`src/rtl/mem_access_pkg.sv`:
```
// mem_access_pkg: shared size encodings, FSM states and default RAM geometry for mem_access_ctrl.
package mem_access_pkg;
  localparam int ADDR_W_DEF = 16;
  localparam logic [1:0] SZ_BYTE = 2'b00;
  localparam logic [1:0] SZ_HALF = 2'b01;
  localparam logic [1:0] SZ_WORD = 2'b10;
  typedef enum logic [1:0] {IDLE, READ, WRITE, RESP} state_t;
endpackage

```
`src/rtl/mem_lane_unit.sv`:
```
// mem_lane_unit: combinational load lane select/extension and store lane merge.
module mem_lane_unit
  import mem_access_pkg::*;
(
  input  logic [1:0]  size,
  input  logic        sgn,
  input  logic [1:0]  lane,
  input  logic [31:0] old,
  input  logic [31:0] wdata,
  output logic [31:0] ld_data,
  output logic [31:0] st_data
);
  logic [4:0]  sh;
  logic [31:0] mask;
  logic [31:0] shifted;
  always_comb begin
    sh = size == SZ_BYTE ? {lane, 3'b0} : size == SZ_HALF ? {lane[1], 4'b0} : 5'd0;
    mask = size == SZ_BYTE ? 32'h0000_00FF : size == SZ_HALF ? 32'h0000_FFFF : 32'hFFFF_FFFF;
    shifted = old >> sh;
    ld_data = size == SZ_BYTE ? {{24{sgn & shifted[7]}}, shifted[7:0]} :
              size == SZ_HALF ? {{16{sgn & shifted[15]}}, shifted[15:0]} : shifted;
    st_data = (old & ~(mask << sh)) | ((wdata & mask) << sh);
  end
endmodule

```
`src/rtl/mem_access_ctrl.sv`:
```
// mem_access_ctrl: load/store sequencer in front of a 2^ADDR_W x 32 RAM with read-modify-write for partial stores.
// Define MEM_ACCESS_ALIGN_CHECK_EN to fault misaligned half/word accesses.
module mem_access_ctrl
  import mem_access_pkg::*;
#(
  parameter int ADDR_W = ADDR_W_DEF,
  parameter int DATA_W = 32
) (
  input  logic              clk,
  input  logic              rst,
  input  logic              req_valid,
  output logic              req_ready,
  input  logic              req_we,
  input  logic [1:0]        req_size,
  input  logic              req_signed,
  input  logic [31:0]       req_addr,
  input  logic [31:0]       req_wdata,
  output logic              rsp_valid,
  input  logic              rsp_ready,
  output logic [31:0]       rsp_rdata,
  output logic              rsp_err,
  output logic [ADDR_W-1:0] ram_address,
  output logic [DATA_W-1:0] ram_data_input,
  output logic              ram_write_enable,
  output logic              ram_read_enable,
  input  logic [DATA_W-1:0] ram_data_output
);
  state_t      state;
  logic        we;
  logic        sgn;
  logic [1:0]  size;
  logic [1:0]  lane;
  logic [31:0] wdata;
  logic [31:0] ld_data;
  logic [31:0] st_data;
  logic        fault;
  always_comb begin
    fault = (|req_addr[31:ADDR_W+2]) || req_size == 2'b11;
`ifdef MEM_ACCESS_ALIGN_CHECK_EN
    fault = fault || (req_size == SZ_HALF && req_addr[0]) || (req_size == SZ_WORD && |req_addr[1:0]);
`endif
  end
  mem_lane_unit u_lane (
    .size    (size),
    .sgn     (sgn),
    .lane    (lane),
    .old     (ram_data_output),
    .wdata   (wdata),
    .ld_data (ld_data),
    .st_data (st_data)
  );
  always_ff @(posedge clk) begin
    if (rst) begin
      state <= IDLE;
      req_ready <= 1'b1;
      rsp_valid <= 1'b0;
      rsp_rdata <= '0;
      rsp_err <= 1'b0;
      ram_address <= '0;
      ram_data_input <= '0;
      ram_write_enable <= 1'b0;
      ram_read_enable <= 1'b0;
      we <= 1'b0;
      sgn <= 1'b0;
      size <= SZ_BYTE;
      lane <= 2'b0;
      wdata <= '0;
    end else begin
      case (state)
        IDLE: if (req_valid) begin
          req_ready <= 1'b0;
          we <= req_we;
          size <= req_size;
          sgn <= req_signed;
          lane <= req_addr[1:0];
          wdata <= req_wdata;
          ram_address <= req_addr[ADDR_W+1:2];
          if (fault) begin
            state <= RESP;
            rsp_valid <= 1'b1;
            rsp_err <= 1'b1;
            rsp_rdata <= '0;
          end else if (req_we && req_size == SZ_WORD) begin
            state <= WRITE;
            ram_write_enable <= 1'b1;
            ram_data_input <= req_wdata;
          end else begin
            state <= READ;
            ram_read_enable <= 1'b1;
          end
        end
        // loads finish here; partial stores merge the old word and go on to WRITE
        READ: begin
          ram_read_enable <= 1'b0;
          if (we) begin
            state <= WRITE;
            ram_write_enable <= 1'b1;
            ram_data_input <= st_data;
          end else begin
            state <= RESP;
            rsp_valid <= 1'b1;
            rsp_err <= 1'b0;
            rsp_rdata <= ld_data;
          end
        end
        WRITE: begin
          ram_write_enable <= 1'b0;
          state <= RESP;
          rsp_valid <= 1'b1;
          rsp_err <= 1'b0;
          rsp_rdata <= '0;
        end
        RESP: if (rsp_ready) begin
          state <= IDLE;
          rsp_valid <= 1'b0;
          req_ready <= 1'b1;
        end
      endcase
    end
  end
endmodule

```
`config.mk`:
```
export PLATFORM = sky130hd
export DESIGN_NAME = mem_access_ctrl
export DESIGN_NICKNAME = d
export VERILOG_FILES = /design/src/rtl/mem_access_pkg.sv /design/src/rtl/mem_lane_unit.sv /design/src/rtl/mem_access_ctrl.sv
export SDC_FILE = /design/constraint.sdc
export NUM_CORES = 1
export LEC_CHECK = 0
export BUFFER_PORTS_ARGS = -buffer_cell sky130_fd_sc_hd__buf_2
export CORE_MARGIN = 2
export CORE_UTILIZATION = 30
export CTS_CLUSTER_SIZE = 24
export DETAILED_ROUTE_END_ITERATION = 10
export SETUP_SLACK_MARGIN = 0.05
export SYNTH_ARGS = -nofsm -noshare
export SYNTH_HDL_FRONTEND = slang
export SYNTH_SLANG_ARGS = --single-unit
export TNS_END_PERCENT = 20
```
`constraint.sdc`:
```
create_clock -name clk -period 6 [get_ports clk]
set_clock_uncertainty 0.1 [all_clocks]
set_input_delay 1.2 -clock clk [delete_from_list [all_inputs] [get_ports clk]]
set_output_delay 1.2 -clock clk [all_outputs]
set_load 0.02 [all_outputs]
```
==> qor.txt, run 1 <==
Crit. End Element = flip-flop
DR vias/cell = 5.11
Clock Tree Buf Depth = 2
maximum vdd drop = 230 uV
Die ar. = 20700 sq um
CTS tree = done
outcome = finished, final reports clean
Post-CTS Setup Bufs = 0
Avg Inst Size Synth = 8.31 sq um
crit path DAT = 3790 ps
Worst Path Required = 6250 ps
Pre-antenna DRT Iters = 5
top-count cell post-synth = nand2_1
max-cap viol count = 0
IO Count = 189
die width = 144 microns
Synth top area share = 0.426
largest net degree at the start of global routing = 62
final net count = 972
Worst-path clk slew = 50 ps
LEAKAGE = 0.00330 uW
Pwr Density = 481 nW/um^2
Hold-fix buffers, CTS = 0
total CTS buffers = 17
H-tree Lvls = 4
share of cells above drive strength 1 = 0.304
Worst setup SP type = input pin
post-route DRC violation count = 0
cells after synthesis = 707
global-route wire length before repair = 30.9 mm
pre-CTS WS = 2020 ps
core area = 19300 sq um
Final ANT Viol Nets = 0
Seq/Total Area, Yosys = 0.426
num rows = 51
Final Slew Violations = 0
fillers = 2001
DR vias = 5845
drt wl/cell = 17.7 microns
Peak Freq = 282 MHz
vias in the first global route = 5407
top_reg_cell synth = dfxtp_1
critical path class = in2reg
Sum Neg Setup Slack = 0 ps
I/O Buffers = 188
Die Y = 144 microns
dominant cells by area after synthesis = dfxtp_1 (43%), nand2_1 (11%), a21oi_1 (6.6%), o2bb2ai_2 (5.1%), a22o_1 (3.7%)
Worst Tran Pin Value = 1110 ps
Mapped Nets = 816
Max FO, Critical Path = 57
iteration-0 DRC count of the detailed router = 460
Starting Density = 0.304
Post-Syn Area = 5870 sq um
antenna violations before repair = 1
Hold WC Path Type = reg2reg
clk sinks = 125
Async S/R FF share, synth = 0
post-route setup slack = 2460 ps
Yosys reg bits = 125
gpl congestion = 0.821
largest area contributor in the netlist = dfxtp_1
final critical-path share of the clock period = 0.590
Final setup viols = 0
Yosys cell types = 51
Overall Global Routing Usage = 0.196
GRT Residual Overflow = 0
CTS resizes = 0
post-DP HPWL = 14.5 mm
Clk Latency, worst-skew pair = 430 ps
Area Growth Syn to Fin = 29.4%
clk root buf = clkbuf_16
Max-slew headroom = 0.255
number of enable flip-flop cells after synthesis = 0
Tmin final = 3540 ps
synth cell count leaders = nand2_1 (178), dfxtp_1 (125), a21oi_1 (77), nor2_1 (45), clkbuf_1 (31)
YS warnings = 0
RSZ-0062 raised after global routing = false
Total Routed Length = 20.3 mm
final hold vios = 0
[power breakdown]
| group | total (uW) | switching, uW | internal [uW] |
|---|---|---|---|
| sequential | 1150 | 128 | 1030 |
| clock | 1140 | 386 | 755 |
| combinational | 1360 | 911 | 447 |
[worst max-delay path, cell delays in order]
cell       delay, ps
buf_2            140
and2_2           900
a21oi_1          220
a2111oi_4        750
o21ai_2          100
buf_4            280
o2bb2ai_1        180
[worst paths after layout]
| kind | slack, ps | endpoint | depth (start not counted) | startpoint |
|---|---|---|---|---|
| max | 2460 | rsp_rdata[10]$_SDFFE_PP0P_ | 7 | req_valid |
| min | 350 | ram_address[13]$_SDFFE_PP0P_ | 2 | ram_address[13]$_SDFFE_PP0P_ |
| max reg2reg | 2470 | rsp_rdata[10]$_SDFFE_PP0P_ | 8 | state[0]$_SDFFE_PP0P_ |
| min reg2reg | 350 | ram_address[13]$_SDFFE_PP0P_ | 2 | ram_address[13]$_SDFFE_PP0P_ |
[final cells by class]
cell class	count	area, sq um	share of cell area
clock inverter	12	191	0.0252
timing repair buffer	194	986	0.130
antenna	3	7.51	0.000987
tap	265	332	0.0436
clock buffer	20	457	0.0601
sequential	125	2500	0.329
inverter	8	30.0	0.00395
multi-input combinational	517	3100	0.407
[placed cells by master, fill, tap and decap left out, types with 4 or more instances in the layout]
master | netlist | final
buf_2 | 17 | 188
nand2_1 | 178 | 177
dfxtp_1 | 125 | 125
a21oi_1 | 77 | 77
nor2_1 | 45 | 44
a22o_1 | 25 | 25
o21ai_0 | 20 | 20
o2bb2ai_2 | 20 | 20
clkbuf_16 | 0 | 17
a221oi_1 | 15 | 15
a32o_1 | 14 | 14
and3_1 | 14 | 14
nand3_1 | 13 | 13
mux2i_1 | 12 | 12
or2_2 | 8 | 8
inv_1 | 7 | 7
o32ai_1 | 7 | 7
o2111ai_1 | 7 | 7
buf_4 | 0 | 6
a211oi_1 | 5 | 5
nor4_1 | 5 | 5
o2bb2ai_1 | 5 | 5
a31oi_1 | 5 | 5
bufinv_16 | 0 | 5
clkinv_2 | 0 | 5
nand2b_1 | 4 | 4
ha_1 | 5 | 4
[layer usage]
layer  vias up  wire length (microns)  track usage
met1      2722                   9110        0.264
met5         -                      0            0
met3        32                   1760       0.0553
li1       2847                      -            -
met4         0                    549       0.0815
met2       244                   8890        0.294
[state kept, by name, indices dropped and copies added (netlist names)]
name              flops
ram_read_enable       1
sgn                   1
rsp_valid             1
size                  2
we                    1
state                 2
rsp_err               1
wdata                32
ram_data_input       32
ram_address          16
req_ready             1
ram_write_enable      1
rsp_rdata            32
lane                  2
[per-stage QoR]
stage | power [uW] | hold slack, ps | util | cells | cell area (sq um)
final | 3650 | 350 | 0.393 | 1144 | 7600
after global routing | 3870 | 370 | 0.393 | 1141 | 7600
after CTS | 3670 | 355 | 0.393 | 1141 | 7600
after detailed placement | 2530 | 346 | 0.359 | 1109 | 6950
after global placement | 2520 | 343 | 0.359 | 1109 | 6950
after floorplan | 2100 | 336 | - | 707 | 5870
[kinds of logic (layout without fill, tap and decap cells)]
group,after synthesis,count (layout),synth area share
AOI/OAI and AO/OA,214,214,0.281
buffers and inverters,65,234,0.0503
and+or+nand+nor,286,286,0.212
adders and majority gates,5,5,0.0106
DFF,125,125,0.426
other,0,3,0
muxes,12,12,0.0204
Note: power is estimated with default switching activity, not from simulation.
==> inputs of run 2 (changes only) <==
--- a/config.mk
+++ b/config.mk
@@ -5,6 +5,7 @@
 export SDC_FILE = /design/constraint.sdc
 export NUM_CORES = 1
 export LEC_CHECK = 0
+export ABC_AREA = 1
 export BUFFER_PORTS_ARGS = -buffer_cell sky130_fd_sc_hd__buf_2
 export CORE_MARGIN = 2
 export CORE_UTILIZATION = 30
==> constraint.sdc (replaced) <==
create_clock -name clk -period 3.37 [get_ports clk]
set_clock_uncertainty 0.1 [all_clocks]
set_input_delay 0.674 -clock clk [delete_from_list [all_inputs] [get_ports clk]]
set_output_delay 0.674 -clock clk [all_outputs]
set_load 0.02 [all_outputs]
==> run 2 against run 1 <==
Compared with the run above: non-clock buffer count grew 8; global-route usage grew 0.27 points; sequential share of layout area shrank 1.5 points; setup slack lost 1600 ps; synthesized area grew 5.7%; clock power grew 73%; total power grew 88%; via count grew 15%; hold slack gained 5.8 ps; critical path depth grew 3; combinational power grew 110%; largest cell class unchanged.
==> qor.txt, run 2 <==
commonest cells after routing, fill and taps aside = nand2_1 (193), nor2_1 (189), buf_2 (188)
part of the power in registers = 0.297 (-0.019)
Clk Latency, worst-skew pair = 420 ps (about the same)
Combinational Power Share = 0.417 (+0.045)
Pre-antenna DRT Iters = 6 (+1)
Synth top area share = 0.403 (-0.0231)
Overall Global Routing Usage = 0.199 (+0.00272)
Yosys cell types = 28 (-45%)
IO Count = 189 (unchanged)
Worst setup SP type = flip-flop
GRT Residual Overflow = 0 (unchanged)
vias in the first global route = 6249 (+16%)
Starting Density = 0.306 (+0.00214)
Total Routed Length = 21.9 mm (+8.0%)
outcome = finished, final reports clean
max-cap viol count = 0 (unchanged)
Final ANT Viol Nets = 0 (unchanged)
cells after synthesis = 960 (+36%)
LEAKAGE = 0.00369 uW (+12%)
largest area contributor in the netlist = dfxtp_1
Clock Power Share = 0.287 (-0.025)
fillers = 2284 (+14%)
Yosys reg bits = 125 (unchanged)
top-count cell post-synth = nand2_1
drt wl/cell = 15.6 microns (-12%)
synth cell count leaders = nand2_1 (194), nor2_1 (189), dfxtp_1 (125), o21ai_0 (80), inv_1 (72)
Tmin final = 2560 ps
die width = 148 microns (+2.7%)
Avg Inst Size Synth = 6.47 sq um (-22%)
hold depth = 2 (unchanged)
Final Slew Violations = 0 (unchanged)
total CTS buffers = 17 (unchanged)
core area = 20300 sq um (+5.0%)
Peak Freq = 391 MHz
Hold WC Path Type = reg2reg
post-route setup slack = 811 ps (-1650 ps)
Switching Fraction = 0.419 (+0.0293)
post-route DRC violation count = 0 (unchanged)
I/O Buffers = 188 (unchanged)
Max-slew headroom = 0.354 (+0.0997)
critical path class = reg2reg
maximum vdd drop = 408 uV (+77%)
Max FO, Critical Path = 48 (-16%)
DR vias/cell = 4.78 (-6.4%)
Sum Neg Setup Slack = 0 ps (unchanged)
share of cells above drive strength 1 = 0.221 (-0.0825)
Crit. End Element = flip-flop
Worst Path Required = 3580 ps (-2670 ps)
dominant cells by area after synthesis = dfxtp_1 (40%), nand2_1 (12%), nor2_1 (11%), o21ai_0 (6.4%), a21oi_1 (5.4%)
CTS tree = done
pre-CTS WS = 735 ps (-1290 ps)
Seq/Total Area, Yosys = 0.403 (-0.0231)
largest net degree at the start of global routing = 76 (+23%)
crit path DAT = 2770 ps (-1020 ps)
DR vias = 6718 (+15%)
num rows = 52 (+2.0%)
Inserted Diodes = 0 (-3)
YS warnings = 0 (unchanged)
gpl congestion = 0.905 (+10%)
global-route wire length before repair = 34.0 mm (+10%)
reg2reg path depth = 10 (+2)
clk root buf = clkbuf_16
Worst Tran Pin Value = 963 ps (-152 ps)
final net count = 1231 (+27%)
Total Power = 6880 uW (+88%)
number of enable flip-flop cells after synthesis = 0 (unchanged)
sw power = 2890 uW (+100%)
clk sinks = 125 (unchanged)
Hold Slack = 356 ps (+5.76 ps)
Die ar. = 21900 sq um (+5.6%)
Area Growth Syn to Fin = 28.2%
Async S/R FF share, synth = 0 (unchanged)
most common cell after layout, fill and taps aside = nand2_1
Final setup viols = 0 (unchanged)
CTS resizes = 0 (unchanged)
post-DP HPWL = 16.0 mm (+11%)
Clock Tree Buf Depth = 2 (unchanged)
Largest regs = ram_data_input x32, rsp_rdata x32, wdata x32
top_reg_cell synth = dfxtp_1
iteration-0 DRC count of the detailed router = 507 (+10%)
Final Util = 0.392 (-0.00112)
antenna violations before repair = 1 (unchanged)
RSZ-0062 raised after global routing = false
internal power = 4000 uW (+79%)
Die Y = 148 microns (+2.7%)
Hold-fix buffers, CTS = 0 (unchanged)
final critical-path share of the clock period = 0.759
final hold vios = 0 (unchanged)
Worst-path clk slew = 60 ps (about the same)
H-tree Lvls = 4 (unchanged)
Post-CTS Setup Bufs = 0 (unchanged)
Mapped Nets = 1069 (+31%)
Post-Syn Area = 6210 sq um (+5.7%)
Pwr Density = 865 nW/um^2 (+80%)
-- run 2: per-layer routing --
layer	vias to the layer above	track usage	wire length (microns)
met3	27	0.0531	1690
li1	3420	-	-
met5	-	0	13
met1	3038	0.278	10300
met2	231	0.304	9610
met4	2	0.0519	316
-- run 2: path summary, 6_finish.rpt --
path / start / to / slack, ps
worst min register to register: wdata[10]$_SDFFE_PP0P_ / wdata[10]$_SDFFE_PP0P_ / 360
worst max-delay path: state[0]$_SDFFE_PP0P_ / ram_data_input[7]$_SDFFE_PP0P_ / 810
worst max register to register: state[0]$_SDFFE_PP0P_ / ram_data_input[7]$_SDFFE_PP0P_ / 810
worst min-delay path: wdata[10]$_SDFFE_PP0P_ / wdata[10]$_SDFFE_PP0P_ / 360
-- run 2: power by group through the flow --
| stage | sequential (uW) | combinational [uW] | clock, uW |
|---|---|---|---|
| floorplan | 2320 | 1740 | 0 |
| global placement | 2070 | 2840 | 0 |
| detailed placement | 2070 | 2850 | 0 |
| CTS | 2040 | 2870 | 2000 |
| global route | 2080 | 3200 | 2080 |
| finish | 2040 | 2870 | 1970 |
-- run 2: worst max-delay path, cell delays in order (launching register included) --
cell	delay (ps)
dfxtp_1	340
inv_1	110
ha_1	340
nand2_2	100
nor2_1	190
nand3_1	170
a21oi_4	170
buf_4	410
inv_2	260
nor2_1	170
nor2_1	70
-- run 2: layout make-up --
class	instances	area, sq um	area share
Multi-Input combinational cell	696	3150	0.395
Sequential cell	125	2500	0.314
Timing Repair Buffer	202	1050	0.131
Clock buffer	21	460	0.0578
Tap cell	270	338	0.0424
Inverter	80	300	0.0377
Clock inverter	11	165	0.0207
-- run 2: through the flow --
stage               cell area (sq um)  cells
finish                           7960   1405
CTS                              7960   1405
detailed placement               7330   1373
floorplan                        6210    960
global placement                 7330   1373
global route                     7960   1405
-- run 2: kinds of logic (layout without fill, tap and decap cells) --
| kind of cell | after synthesis | in the layout | share of synthesized area |
|---|---|---|---|
| compound gates | 239 | 239 | 0.203 |
| fa+ha+maj | 5 | 5 | 0.0101 |
| buf+inv | 139 | 314 | 0.0919 |
| flops | 125 | 125 | 0.403 |
| simple gates | 452 | 452 | 0.292 |
==> inputs of run 3 (changes only) <==
--- a/config.mk
+++ b/config.mk
@@ -5,7 +5,7 @@
 export SDC_FILE = /design/constraint.sdc
 export NUM_CORES = 1
 export LEC_CHECK = 0
-export ABC_AREA = 1
+export ABC_AREA = 0
 export BUFFER_PORTS_ARGS = -buffer_cell sky130_fd_sc_hd__buf_2
 export CORE_MARGIN = 2
 export CORE_UTILIZATION = 30
==> constraint.sdc (replaced) <==
create_clock -name clk -period 2.29 [get_ports clk]
set_clock_uncertainty 0.1 [all_clocks]
set_input_delay 0.458 -clock clk [delete_from_list [all_inputs] [get_ports clk]]
set_output_delay 0.458 -clock clk [all_outputs]
set_load 0.02 [all_outputs]
==> run 3 against run 2 <==
Compared with the run above: total power grew 42%; combinational power is 35% higher; register-to-register slack worse by 710 ps; die area shrank 5.3%; maximum frequency increased by 17%; flip-flop and latch count unchanged; first-iteration DRC count shrank 26%; clock power grew 45%; wire length fell by 8.5%; final cell count fell by 16%.
==> qor.txt, run 3 (synthesis results as in run 1) <==
drt wl/cell = 17.1 microns (+9.5%)
final hold vios = 0 (unchanged)
CP delay by family, top = compound AO/OA/AOI/OAI gates
Hold-fix buffers, CTS = 0 (unchanged)
Peak Freq = 458 MHz (+17%)
max-cap viol count = 0 (unchanged)
Hold WC Path Type = in2reg
Worst setup SP type = flip-flop
global-route wire length before repair = 30.3 mm (-11%)
LEAKAGE = 0.00345 uW (-6.3%)
CTS tree = done
Final ANT Viol Nets = 0 (unchanged)
Total Routed Length = 20.1 mm (-8.5%)
total CTS buffers = 17 (unchanged)
Total Power = 9770 uW (+42%)
WP buf/inv = 2 (-1)
Max FO, Critical Path = 24 (-50%)
most common cell after layout, fill and taps aside = buf_2
post-route DRC violation count = 0 (unchanged)
Pre-antenna DRT Iters = 5 (-1)
final critical-path share of the clock period = 0.954 (+0.195)
Die Y = 144 microns (-2.7%)
Final Slew Violations = 0 (unchanged)
Clk Latency, worst-skew pair = 420 ps (about the same)
largest net degree at the start of global routing = 39 (-49%)
critical path class = reg2reg
Sum Neg Setup Slack = 0 ps (unchanged)
Overall Global Routing Usage = 0.192 (-0.00678)
Final setup viols = 0 (unchanged)
crit path DAT = 2450 ps (-320 ps)
Critical Path Slowest Stage Cell = a2111oi_4
Layout Cells excl Fill = 1175 (-16%)
RSZ-0062 raised after global routing = true
Max-slew headroom = 0.649 (+0.295)
iteration-0 DRC count of the detailed router = 375 (-26%)
crit path cell chain = inv_1, ha_2, and2_2, a21oi_1, a2111oi_4, o21ai_2, buf_12, o2bb2ai_1
Clock Tree Buf Depth = 2 (unchanged)
flop2flop setup slack = 100 ps (-710 ps)
I/O Buffers = 188 (unchanged)
gpl congestion = 0.858 (-5.2%)
die width = 144 microns (-2.7%)
IO Count = 189 (unchanged)
Worst Tran Pin Value = 526 ps (-437 ps)
Pwr Density = 1240 nW/um^2 (+43%)
clk root buf = clkbuf_16
Worst-path clk slew = 60 ps (about the same)
outcome = finished, final reports clean
core area = 19300 sq um (-4.8%)
antenna violations before repair = 7 (+6)
final net count = 1002 (-19%)
Largest regs = ram_data_input x32, rsp_rdata x32, wdata x32
GRT Residual Overflow = 0 (unchanged)
Worst Path Required = 2550 ps (-1030 ps)
Area Growth Syn to Fin = 34.3%
H-tree Lvls = 4 (unchanged)
clk sinks = 125 (unchanged)
Crit. End Element = flip-flop
share of cells above drive strength 1 = 0.332 (+0.111)
Die ar. = 20700 sq um (-5.3%)
Starting Density = 0.304 (-0.00214)
Tmin final = 2190 ps (-374 ps)
DR vias/cell = 5.08 (+6.2%)
post-DP HPWL = 14.9 mm (-6.7%)
vias in the first global route = 5447 (-13%)
dpl cells = 1135 (-17%)
CP max stage delay = 440 ps (+30 ps)
commonest cells after routing, fill and taps aside = buf_2 (188), nand2_1 (177), dfxtp_1 (124)
DR vias = 5968 (-11%)
maximum vdd drop = 580 uV (+42%)
num rows = 51 (-1.9%)
## run 3: layout make-up
| type | count | area, sq um |
|---|---|---|
| Tap cell | 265 | 332 |
| Clock buffer | 23 | 498 |
| Timing Repair Buffer | 224 | 1270 |
| Inverter | 8 | 30.0 |
| Clock inverter | 9 | 131 |
| Sequential cell | 125 | 2500 |
| Fill cell | 2000 | 11400 |
| Multi-Input combinational cell | 517 | 3110 |
| Antenna cell | 4 | 10.0 |
## run 3: repair_timing
item / in CTS / in global routing
pin swaps: 0 / 0
gates resized for setup: 2 / 4
buffers inserted: 0 / 4
setup endpoints to repair: 33 / 45
## run 3: worst paths after layout
| check | to | depth (start not counted) | from |
|---|---|---|---|
| max | rsp_rdata[9]$_SDFFE_PP0P_ | 8 | state[1]$_SDFFE_PP0P_ |
| min | ram_address[4]$_SDFFE_PP0P_ | 3 | req_addr[6] |
| max reg2reg | rsp_rdata[9]$_SDFFE_PP0P_ | 8 | state[1]$_SDFFE_PP0P_ |
| min reg2reg | ram_address[8]$_SDFFE_PP0P_ | 2 | ram_address[8]$_SDFFE_PP0P_ |
## run 3: per-stage QoR
stage / hold slack, ps / setup WS (ps) / instance area (sq um) / util
6_report: 169 / 105 / 7890 / 0.408
5_1_grt: 155 / -3.42 / 7880 / 0.408
4_1_cts: 150 / 36.7 / 7840 / 0.405
3_5_place_dp: 346 / -33.1 / 7190 / 0.372
3_3_place_gp: 339 / 46.6 / 7190 / 0.372
2_1_floorplan: 336 / 191 / 5870 / -
## run 3: where the power goes
| part | internal (uW) | switching, uW |
|---|---|---|
| logic | 1440 | 2430 |
| registers | 2690 | 346 |
| clock network | 1860 | 1010 |
## run 3: metal layers
| metal | global-route usage | vias to the layer above | wire, microns |
|---|---|---|---|
| met2 | 0.285 | 230 | 8860 |
| met1 | 0.251 | 2761 | 8880 |
| met4 | 0.0774 | 6 | 531 |
| li1 | - | 2925 | - |
| met3 | 0.0726 | 46 | 1780 |
| met5 | 0 | - | 25 |
## run 3: worst reg2reg max path: cells and delay by family, from the launching register on
kind / cells / cell delay (ps)
buffers and inverters: 2 / 300
AO/OA/AOI/OAI: 4 / 830
adder cells (fa/ha/maj): 1 / 320
flip-flops: 1 / 340
AND/OR/NAND/NOR: 1 / 230
